$ cat src/rtl/power_pkg.sv
// ----------------------------------------------------------------------------
// power_pkg
//   Shared definitions for the power mode sequencer.
//   - MODE_* : one-hot power modes at the default three-mode width.
//   - state_t: sequencer states (ST_IDLE, ST_DRAIN, ST_SETTLE).
// ----------------------------------------------------------------------------
package power_pkg;

    localparam int unsigned DEFAULT_NUM_MODES = 3;

    localparam logic [DEFAULT_NUM_MODES-1:0] MODE_TRAINING = 3'b001;
    localparam logic [DEFAULT_NUM_MODES-1:0] MODE_DUELING  = 3'b010;
    localparam logic [DEFAULT_NUM_MODES-1:0] MODE_BULKHEAD = 3'b100;

    typedef enum logic [1:0] {
        ST_IDLE   = 2'd0,
        ST_DRAIN  = 2'd1,
        ST_SETTLE = 2'd2
    } state_t;

endpackage : power_pkg

$ cat src/rtl/power_mode_sequencer_if.sv
// ----------------------------------------------------------------------------
// power_mode_sequencer_if
//   Request/response bundle between mode-selection logic (master) and the
//   power mode sequencer (slave).
//   master drives : req_valid, req_mode, force_off
//   slave drives  : req_ready, pow_out, busy, done, err
// ----------------------------------------------------------------------------
interface power_mode_sequencer_if #(
    parameter int NUM_MODES = 3
) ();

    logic                 req_valid;
    logic [NUM_MODES-1:0] req_mode;
    logic                 force_off;
    logic                 req_ready;
    logic [NUM_MODES-1:0] pow_out;
    logic                 busy;
    logic                 done;
    logic                 err;

    modport master (
        output req_valid, req_mode, force_off,
        input  req_ready, pow_out, busy, done, err
    );

    modport slave (
        input  req_valid, req_mode, force_off,
        output req_ready, pow_out, busy, done, err
    );

endinterface : power_mode_sequencer_if

$ cat src/rtl/power_dwell_timer.sv
// ----------------------------------------------------------------------------
// power_dwell_timer
//   Loadable down-counter timing both the all-off dwell and the settle period.
//   Counts down by one per enabled cycle and parks at zero (never wraps).
//   Ports:
//     clk, rst_n    : clock, asynchronous active-low reset
//     i_load        : load i_load_value (has priority over counting)
//     i_load_value  : value to load
//     i_en          : decrement enable
//     o_value       : current count
//     o_zero        : count is zero
// ----------------------------------------------------------------------------
module power_dwell_timer #(
    parameter int CNT_W = 3
) (
    input  logic             clk,
    input  logic             rst_n,
    input  logic             i_load,
    input  logic [CNT_W-1:0] i_load_value,
    input  logic             i_en,
    output logic [CNT_W-1:0] o_value,
    output logic             o_zero
);

    logic [CNT_W-1:0] r_cnt;

    // NOTE: sequential state is assigned with <= so every flop samples the
    // pre-edge values, independent of statement order.
    always_ff @(posedge clk or negedge rst_n) begin
        if (!rst_n) begin
            r_cnt <= '0;
        end else if (i_load) begin
            r_cnt <= i_load_value;
        end else if (i_en && (r_cnt != '0)) begin
            r_cnt <= r_cnt - CNT_W'(1);
        end
    end

    assign o_value = r_cnt;
    assign o_zero  = (r_cnt == '0);

endmodule : power_dwell_timer

$ cat src/rtl/power_mode_sequencer.sv
// ----------------------------------------------------------------------------
// power_mode_sequencer
//   Power-setting register for the table hardware. Holds a zero or one-hot
//   mode on pow_out, validates requests and switches break-before-make:
//   all-off for OFF_CYCLES, then the new mode, then SETTLE_CYCLES before
//   done pulses. force_off returns to all-off/IDLE at the next edge.
//   Ports:
//     clk  : system clock
//     rst  : asynchronous active-low reset
//     bus  : slave side of power_mode_sequencer_if
//            (req_valid/req_mode/force_off in; req_ready/pow_out/busy/done/err out)
// ----------------------------------------------------------------------------
module power_mode_sequencer
    import power_pkg::*;
#(
    parameter int NUM_MODES     = 3,
    parameter int OFF_CYCLES    = 4,
    parameter int SETTLE_CYCLES = 8
) (
    input  logic                   clk,
    input  logic                   rst,
    power_mode_sequencer_if.slave  bus
);

    localparam int MAX_CYCLES = (OFF_CYCLES > SETTLE_CYCLES) ? OFF_CYCLES : SETTLE_CYCLES;
    localparam int CNT_W      = $clog2(MAX_CYCLES + 1);

    localparam logic [CNT_W-1:0] OFF_LOAD    = CNT_W'(OFF_CYCLES - 1);
    localparam logic [CNT_W-1:0] SETTLE_LOAD = CNT_W'(SETTLE_CYCLES - 1);

    function automatic logic is_onehot(input logic [NUM_MODES-1:0] x);
        return (x != '0) && ((x & (x - NUM_MODES'(1))) == '0);
    endfunction

    state_t               r_state,  w_state_nxt;
    logic [NUM_MODES-1:0] r_pow,    w_pow_nxt;
    logic [NUM_MODES-1:0] r_target, w_target_nxt;
    logic                 r_done,   w_done_nxt;
    logic                 r_err,    w_err_nxt;

    logic                 w_load;
    logic [CNT_W-1:0]     w_load_value;
    logic [CNT_W-1:0]     w_cnt;
    logic                 w_cnt_zero;
    logic                 w_cnt_en;

    assign w_cnt_en = (r_state != ST_IDLE);

    power_dwell_timer #(
        .CNT_W (CNT_W)
    ) u_dwell_timer (
        .clk          (clk),
        .rst_n        (rst),
        .i_load       (w_load),
        .i_load_value (w_load_value),
        .i_en         (w_cnt_en),
        .o_value      (w_cnt),
        .o_zero       (w_cnt_zero)
    );

    always_ff @(posedge clk or negedge rst) begin
        if (!rst) begin
            r_state  <= ST_IDLE;
            r_pow    <= '0;
            r_target <= '0;
            r_done   <= 1'b0;
            r_err    <= 1'b0;
        end else begin
            r_state  <= w_state_nxt;
            r_pow    <= w_pow_nxt;
            r_target <= w_target_nxt;
            r_done   <= w_done_nxt;
            r_err    <= w_err_nxt;
        end
    end

    always_comb begin
        // NOTE: every next-value gets a default first so no path leaves a
        // signal unassigned and no latch is inferred.
        w_state_nxt  = r_state;
        w_pow_nxt    = r_pow;
        w_target_nxt = r_target;
        w_done_nxt   = 1'b0;
        w_err_nxt    = 1'b0;
        w_load       = 1'b0;
        w_load_value = '0;

        if (bus.force_off) begin
            // Override: drop everything, including any request this cycle.
            // Clearing the timer keeps the "counter is zero in IDLE" invariant.
            w_state_nxt  = ST_IDLE;
            w_pow_nxt    = '0;
            w_target_nxt = '0;
            w_load       = 1'b1;
        end else begin
            unique case (r_state)
                ST_IDLE: begin
                    if (bus.req_valid) begin
                        if (!is_onehot(bus.req_mode)) begin
                            w_err_nxt = 1'b1;
                        end else if (bus.req_mode == r_pow) begin
                            w_done_nxt = 1'b1;
                        end else if (r_pow == '0) begin
                            // Nothing live to break: drive immediately.
                            w_target_nxt = bus.req_mode;
                            w_pow_nxt    = bus.req_mode;
                            w_load       = 1'b1;
                            w_load_value = SETTLE_LOAD;
                            w_state_nxt  = ST_SETTLE;
                        end else begin
                            w_target_nxt = bus.req_mode;
                            w_pow_nxt    = '0;
                            w_load       = 1'b1;
                            w_load_value = OFF_LOAD;
                            w_state_nxt  = ST_DRAIN;
                        end
                    end
                end
                ST_DRAIN: begin
                    w_pow_nxt = '0;
                    if (w_cnt_zero) begin
                        w_pow_nxt    = r_target;
                        w_load       = 1'b1;
                        w_load_value = SETTLE_LOAD;
                        w_state_nxt  = ST_SETTLE;
                    end
                end
                ST_SETTLE: begin
                    w_pow_nxt = r_target;
                    if (w_cnt_zero) begin
                        w_done_nxt  = 1'b1;
                        w_state_nxt = ST_IDLE;
                    end
                end
                default: begin
                    w_state_nxt = ST_IDLE;
                    w_pow_nxt   = '0;
                end
            endcase
        end
    end

    assign bus.req_ready = (r_state == ST_IDLE);
    assign bus.busy      = (r_state != ST_IDLE);
    assign bus.pow_out   = r_pow;
    assign bus.done      = r_done;
    assign bus.err       = r_err;

    // Safety properties of the drive and the idle timer.
    a_pow_never_multihot : assert property (@(posedge clk) disable iff (!rst)
        (r_pow == '0) || is_onehot(r_pow));
    a_idle_timer_zero : assert property (@(posedge clk) disable iff (!rst)
        (r_state == ST_IDLE) |-> (w_cnt == '0));
    a_done_err_exclusive : assert property (@(posedge clk) disable iff (!rst)
        !(r_done && r_err));

endmodule : power_mode_sequencer
$ cat src/flat_wrapper.sv
// flat-port wrapper written by rule: the top's interface ports become plain ports
module power_mode_sequencer_flat import power_pkg::*;
#(
    parameter int NUM_MODES     = 3,
    parameter int OFF_CYCLES    = 4,
    parameter int SETTLE_CYCLES = 8
)
  (clk, rst, bus_req_valid, bus_req_mode, bus_force_off, bus_req_ready, bus_pow_out, bus_busy, bus_done, bus_err);
  power_mode_sequencer_if #(.NUM_MODES(NUM_MODES)) bus_i ();
  input  logic clk;
  input  logic rst;
  input wire logic [$bits(bus_i.req_valid)-1:0] bus_req_valid;
  input wire logic [$bits(bus_i.req_mode)-1:0] bus_req_mode;
  input wire logic [$bits(bus_i.force_off)-1:0] bus_force_off;
  output wire logic [$bits(bus_i.req_ready)-1:0] bus_req_ready;
  output wire logic [$bits(bus_i.pow_out)-1:0] bus_pow_out;
  output wire logic [$bits(bus_i.busy)-1:0] bus_busy;
  output wire logic [$bits(bus_i.done)-1:0] bus_done;
  output wire logic [$bits(bus_i.err)-1:0] bus_err;
  assign bus_i.req_valid = bus_req_valid;
  assign bus_i.req_mode = bus_req_mode;
  assign bus_i.force_off = bus_force_off;
  assign bus_req_ready = bus_i.req_ready;
  assign bus_pow_out = bus_i.pow_out;
  assign bus_busy = bus_i.busy;
  assign bus_done = bus_i.done;
  assign bus_err = bus_i.err;
  power_mode_sequencer #(.NUM_MODES(NUM_MODES), .OFF_CYCLES(OFF_CYCLES), .SETTLE_CYCLES(SETTLE_CYCLES)) u_core (.clk(clk), .rst(rst), .bus(bus_i));
endmodule
$ cat config.mk
export PLATFORM = sky130hd
export DESIGN_NAME = power_mode_sequencer_flat
export DESIGN_NICKNAME = d
export VERILOG_FILES = /design/src/rtl/power_pkg.sv /design/src/rtl/power_mode_sequencer_if.sv /design/src/rtl/power_dwell_timer.sv /design/src/rtl/power_mode_sequencer.sv /design/src/flat_wrapper.sv
export SDC_FILE = /design/constraint.sdc
export NUM_CORES = 1
export LEC_CHECK = 0
export ABC_AREA = 0
export ABC_CLOCK_PERIOD_IN_PS = 3700
export CAP_MARGIN = 20
export CORE_ASPECT_RATIO = 0.6
export CORE_UTILIZATION = 35
export CTS_CLUSTER_DIAMETER = 50
export CTS_CLUSTER_SIZE = 12
export DETAILED_ROUTE_END_ITERATION = 16
export PLACE_DENSITY = 0.57
export SETUP_SLACK_MARGIN = 0.15
export SLEW_MARGIN = 5
export SYNTH_ARGS = -nofsm -noshare
export SYNTH_HDL_FRONTEND = slang
export SYNTH_SLANG_ARGS = --single-unit
$ cat constraint.sdc
create_clock -name clk -period 3.7 [get_ports clk]
set_input_delay 0.74 -clock clk [delete_from_list [all_inputs] [get_ports clk]]
set_output_delay 0.74 -clock clk [all_outputs]
set_load 0.01 [all_outputs]
==> summary.md <==
| Metric | Value |
|---|---|
| Via count | 900 |
| PwrDens | approximately 440 nW/um^2 |
| WL final | ~2400 um |
| Storage cell area | 350 um^2 |
| Die H | around 43 um |
| Warnings from Yosys | 0 |
| Most frequent cells in the layout | dfrtp_1, clkdlybuf4s50_1, o21ai_0, nor2_1, and3_1 |
| Min-Delay Endpoint | u_core.r_target[2] |
| Total setup buffers inserted after CTS | 0 |
| Port Buf Inserts | 13 |
| Synth Register Bits | 14 |
| CTS resizes | 0 |
| Die Wd | ~70 um |
| Slew HR | between 50% and 60% |
| Tcrit/Tclk final | between 70 and 80% |
| Worst path cell trace | or2_1 > inv_4 > clkdlybuf4s50_1 |
| Peak VDD IR | ~0.00019 V |
| Worst min-delay path class | flip-flop to flip-flop |
| H-tree Lvls | 1 |
| Syn Area/Cell | about 9.5 um^2 |
| Initial antenna violation count | 0 |
| Antenna diodes | 0 |
| Hold_buf cts | 0 |
| Max FO, Critical Path | 16 |
| Clk_lat worst skew | 250 ps |
| Status | complete, no violations |
| Cells after Synth | a little over 100 |
| Final instance area | ~1200 um^2 |
| First-pass GRT wire length | approximately 4200 um |
| Reg-to-reg critical path endpoint | u_core.u_dwell_timer.o_value[0] |
| Max-slew violation count | 0 |
| GP Congestion | 0.834 |
| Total gr overflow | 0 |
| Crit path launch type | flip-flop |
| Vias per Instance | 6.16 |
| CTS Buf Count | 3 |
| Synthesized area | just under 1000 um^2 |
| DR iter-0 viols | 74 |
| Static leakage | ~0.44 nW |
| Final Hold Fails | 0 |
| Core area | 2560 um^2 |
| Share of cells above drive strength 1 | a little over a tenth |
| Drt pass-1 iters | 4 |
| Minimum clock period | about 2700 ps |
| GRT Total Usage | a little under a fifth |
| CP endpoint kind | output port |
| Reg2Reg Depth | 6 |
| Vias in the first global route | 850 |
| Slowest stage cell, crit path | dfrtp_1 |
| Fillers | between 200 and 250 |
| Worst-path clk slew | approximately 50 ps |
| Worst R2R Start | u_core.u_dwell_timer.o_value[0] |
| Setup-failing EPs final | 0 |
| Starting Density | between 30% and 40% |
| Area of the multi-input gates | around 570 um^2 |
| Register area share after synthesis | a little over a third |
| DP Area | about 1100 um^2 |
| R2R setup slack | around 1700 ps |
| Max Fclk | between 0.3 and 0.4 GHz |
| Final WS setup | a little over 1000 ps |
| Setup TNS | 0 ps |
| Synthesized net count | 110 |
| Clock Sink Count | 14 |
| Buf/Inv on CP | 2 |
| Main synth FF type | dfrtp_1 |
| Post-synth ARST share | 100% |
| Row Count | 14 |
| Max cap viols | 0 |
| Final HPWL DP | approximately 1800 um |
| Synthesis-to-layout area growth | 19.4% |
| Pin count of the biggest net entering global routing | 17 |
| I/O Pins | 14 |
| Slew @ Worst Pin | 621 ps |
| CP Data Required Time | around 3000 ps |
| Min-Delay Startpoint | u_core.r_target[2] |
| Final hold slack | 573 ps |
| Synth cell types | 44 |
| Dpl ws | approximately 1100 ps |
| Final ANT Viol Nets | 0 |
| CTS root buf | clkbuf_8 |
| Top delay family on crit path | buffers and inverters |
| DRC Markers | 0 |
| Worst Hold Depth | 2 |
| CTS tree | yes |
| Max Clock Skew | approximately 0.58 ps |
| RSZ-0062 raised after global routing | false |
| Crit Path Class | flip-flop to output port |
| CTS Buffer Depth | 2 |
| Worst stage delay on the critical path | ~550 ps |
| Crit path DAT | between 1500 and 2000 ps |
| Nets | roughly 120 |
| Total power | 0.503 mW |
| Avg WL per Cell | 16.8 um |
| Commonest non-fill, non-tap cell in the layout | dfrtp_1 |
| Die ar. | about 3000 um^2 |
| Post-synth EDFFs | 0 |
-- how the worst max path moves through the flow --
stage                      startpoint                               to  slack, ps  depth (start not counted)
floorplan             bus_req_mode[0]  u_core.u_dwell_timer.o_value[2]       1800                          4
global placement      bus_req_mode[0]  u_core.u_dwell_timer.o_value[2]       1180                          5
detailed placement    bus_req_mode[0]  u_core.u_dwell_timer.o_value[2]       1120                          5
CTS                 u_core.r_state[0]                    bus_req_ready       1020                          3
global route        u_core.r_state[1]                    bus_req_ready        920                          3
finish              u_core.r_state[0]                    bus_req_ready       1010                          3
-- logic make-up (layout without fill, tap and decap cells) --
kind of cell,after synthesis,after routing,share of synthesized area (%)
buffers and inverters,8,20,4.65
multiplexers,3,3,3.23
flip-flops,14,14,36.2
XOR/XNOR,5,5,4.52
AND/OR/NAND/NOR,42,42,27.3
AO/OA/AOI/OAI,29,29,22.9
adder cells (fa/ha/maj),1,1,1.29
-- synth_stat cells, types with 2 or more instances --
| cell type | instances | area share (%) |
|---|---|---|
| xnor2_1 | 4 | 3.6 |
| dfrtp_1 | 14 | 36 |
| nor3_1 | 3 | 1.5 |
| nor4_1 | 4 | 2.6 |
| inv_1 | 2 | 0.78 |
| nand2_1 | 2 | 0.78 |
| a31oi_1 | 2 | 1.3 |
| or3_1 | 2 | 1.3 |
| o2111ai_1 | 2 | 1.8 |
| nand4_1 | 4 | 2.6 |
| and2_1 | 2 | 1.3 |
| o31a_1 | 2 | 1.8 |
| buf_2 | 3 | 1.5 |
| and3_1 | 5 | 3.2 |
| o211ai_1 | 3 | 2.3 |
| o21ai_0 | 5 | 2.6 |
| nor2b_1 | 3 | 1.9 |
| nor2_1 | 5 | 1.9 |
| nand3b_1 | 2 | 1.5 |
| nand3_1 | 3 | 1.5 |
| nand2b_1 | 2 | 1.3 |
| a21oi_1 | 3 | 1.5 |
| o31ai_1 | 3 | 2.3 |
| mux2i_1 | 2 | 2.1 |
-- metrics by stage --
stage,cells,utilization [%]
final,146,45.2
after global routing,146,45.2
after CTS,146,45.2
after detailed placement,143,43.6
after global placement,143,43.6
after floorplan,102,-
-- registers in the layout, summed over array words and instances (netlist names) --
signal	count
u_core.r_target	3
u_core.bus.done	1
u_core.r_state	2
u_core.bus.pow_out	3
u_core.u_dwell_timer.o_value	4
u_core.bus.err	1
-- routing by layer --
layer / global-route usage (%) / vias to the layer above / part of all wire [%]
met5: 0 / - / 0
met4: 5.20 / 0 / 1.4
met3: 7.36 / 7 / 8.5
met2: 25.0 / 39 / 39
met1: 27.2 / 432 / 51
li1: - / 422 / -
-- report_power, final --
part | total (mW) | switching [mW] | internal [mW]
Sequential | 0.196 | 0.0267 | 0.170
Clock | 0.124 | 0.0520 | 0.0721
Combinational | 0.183 | 0.0981 | 0.0846
-- worst register-to-register path, stage by stage (launching register included) --
cell      delay (ps)
dfrtp_1          420
inv_1            110
ha_1             270
nor3b_4          440
nor2b_1          160
a221oi_1         320
o31a_1           180
-- area by class of cell --
type / count / area share [%]
multi-input cells: 80 / 49.6
flip-flops and latches: 14 / 30.3
repair buffers: 14 / 11.9
clock buffers: 3 / 3.57
well taps: 32 / 3.46
inverters: 3 / 1.19
Power figures use the tool's default switching activity.
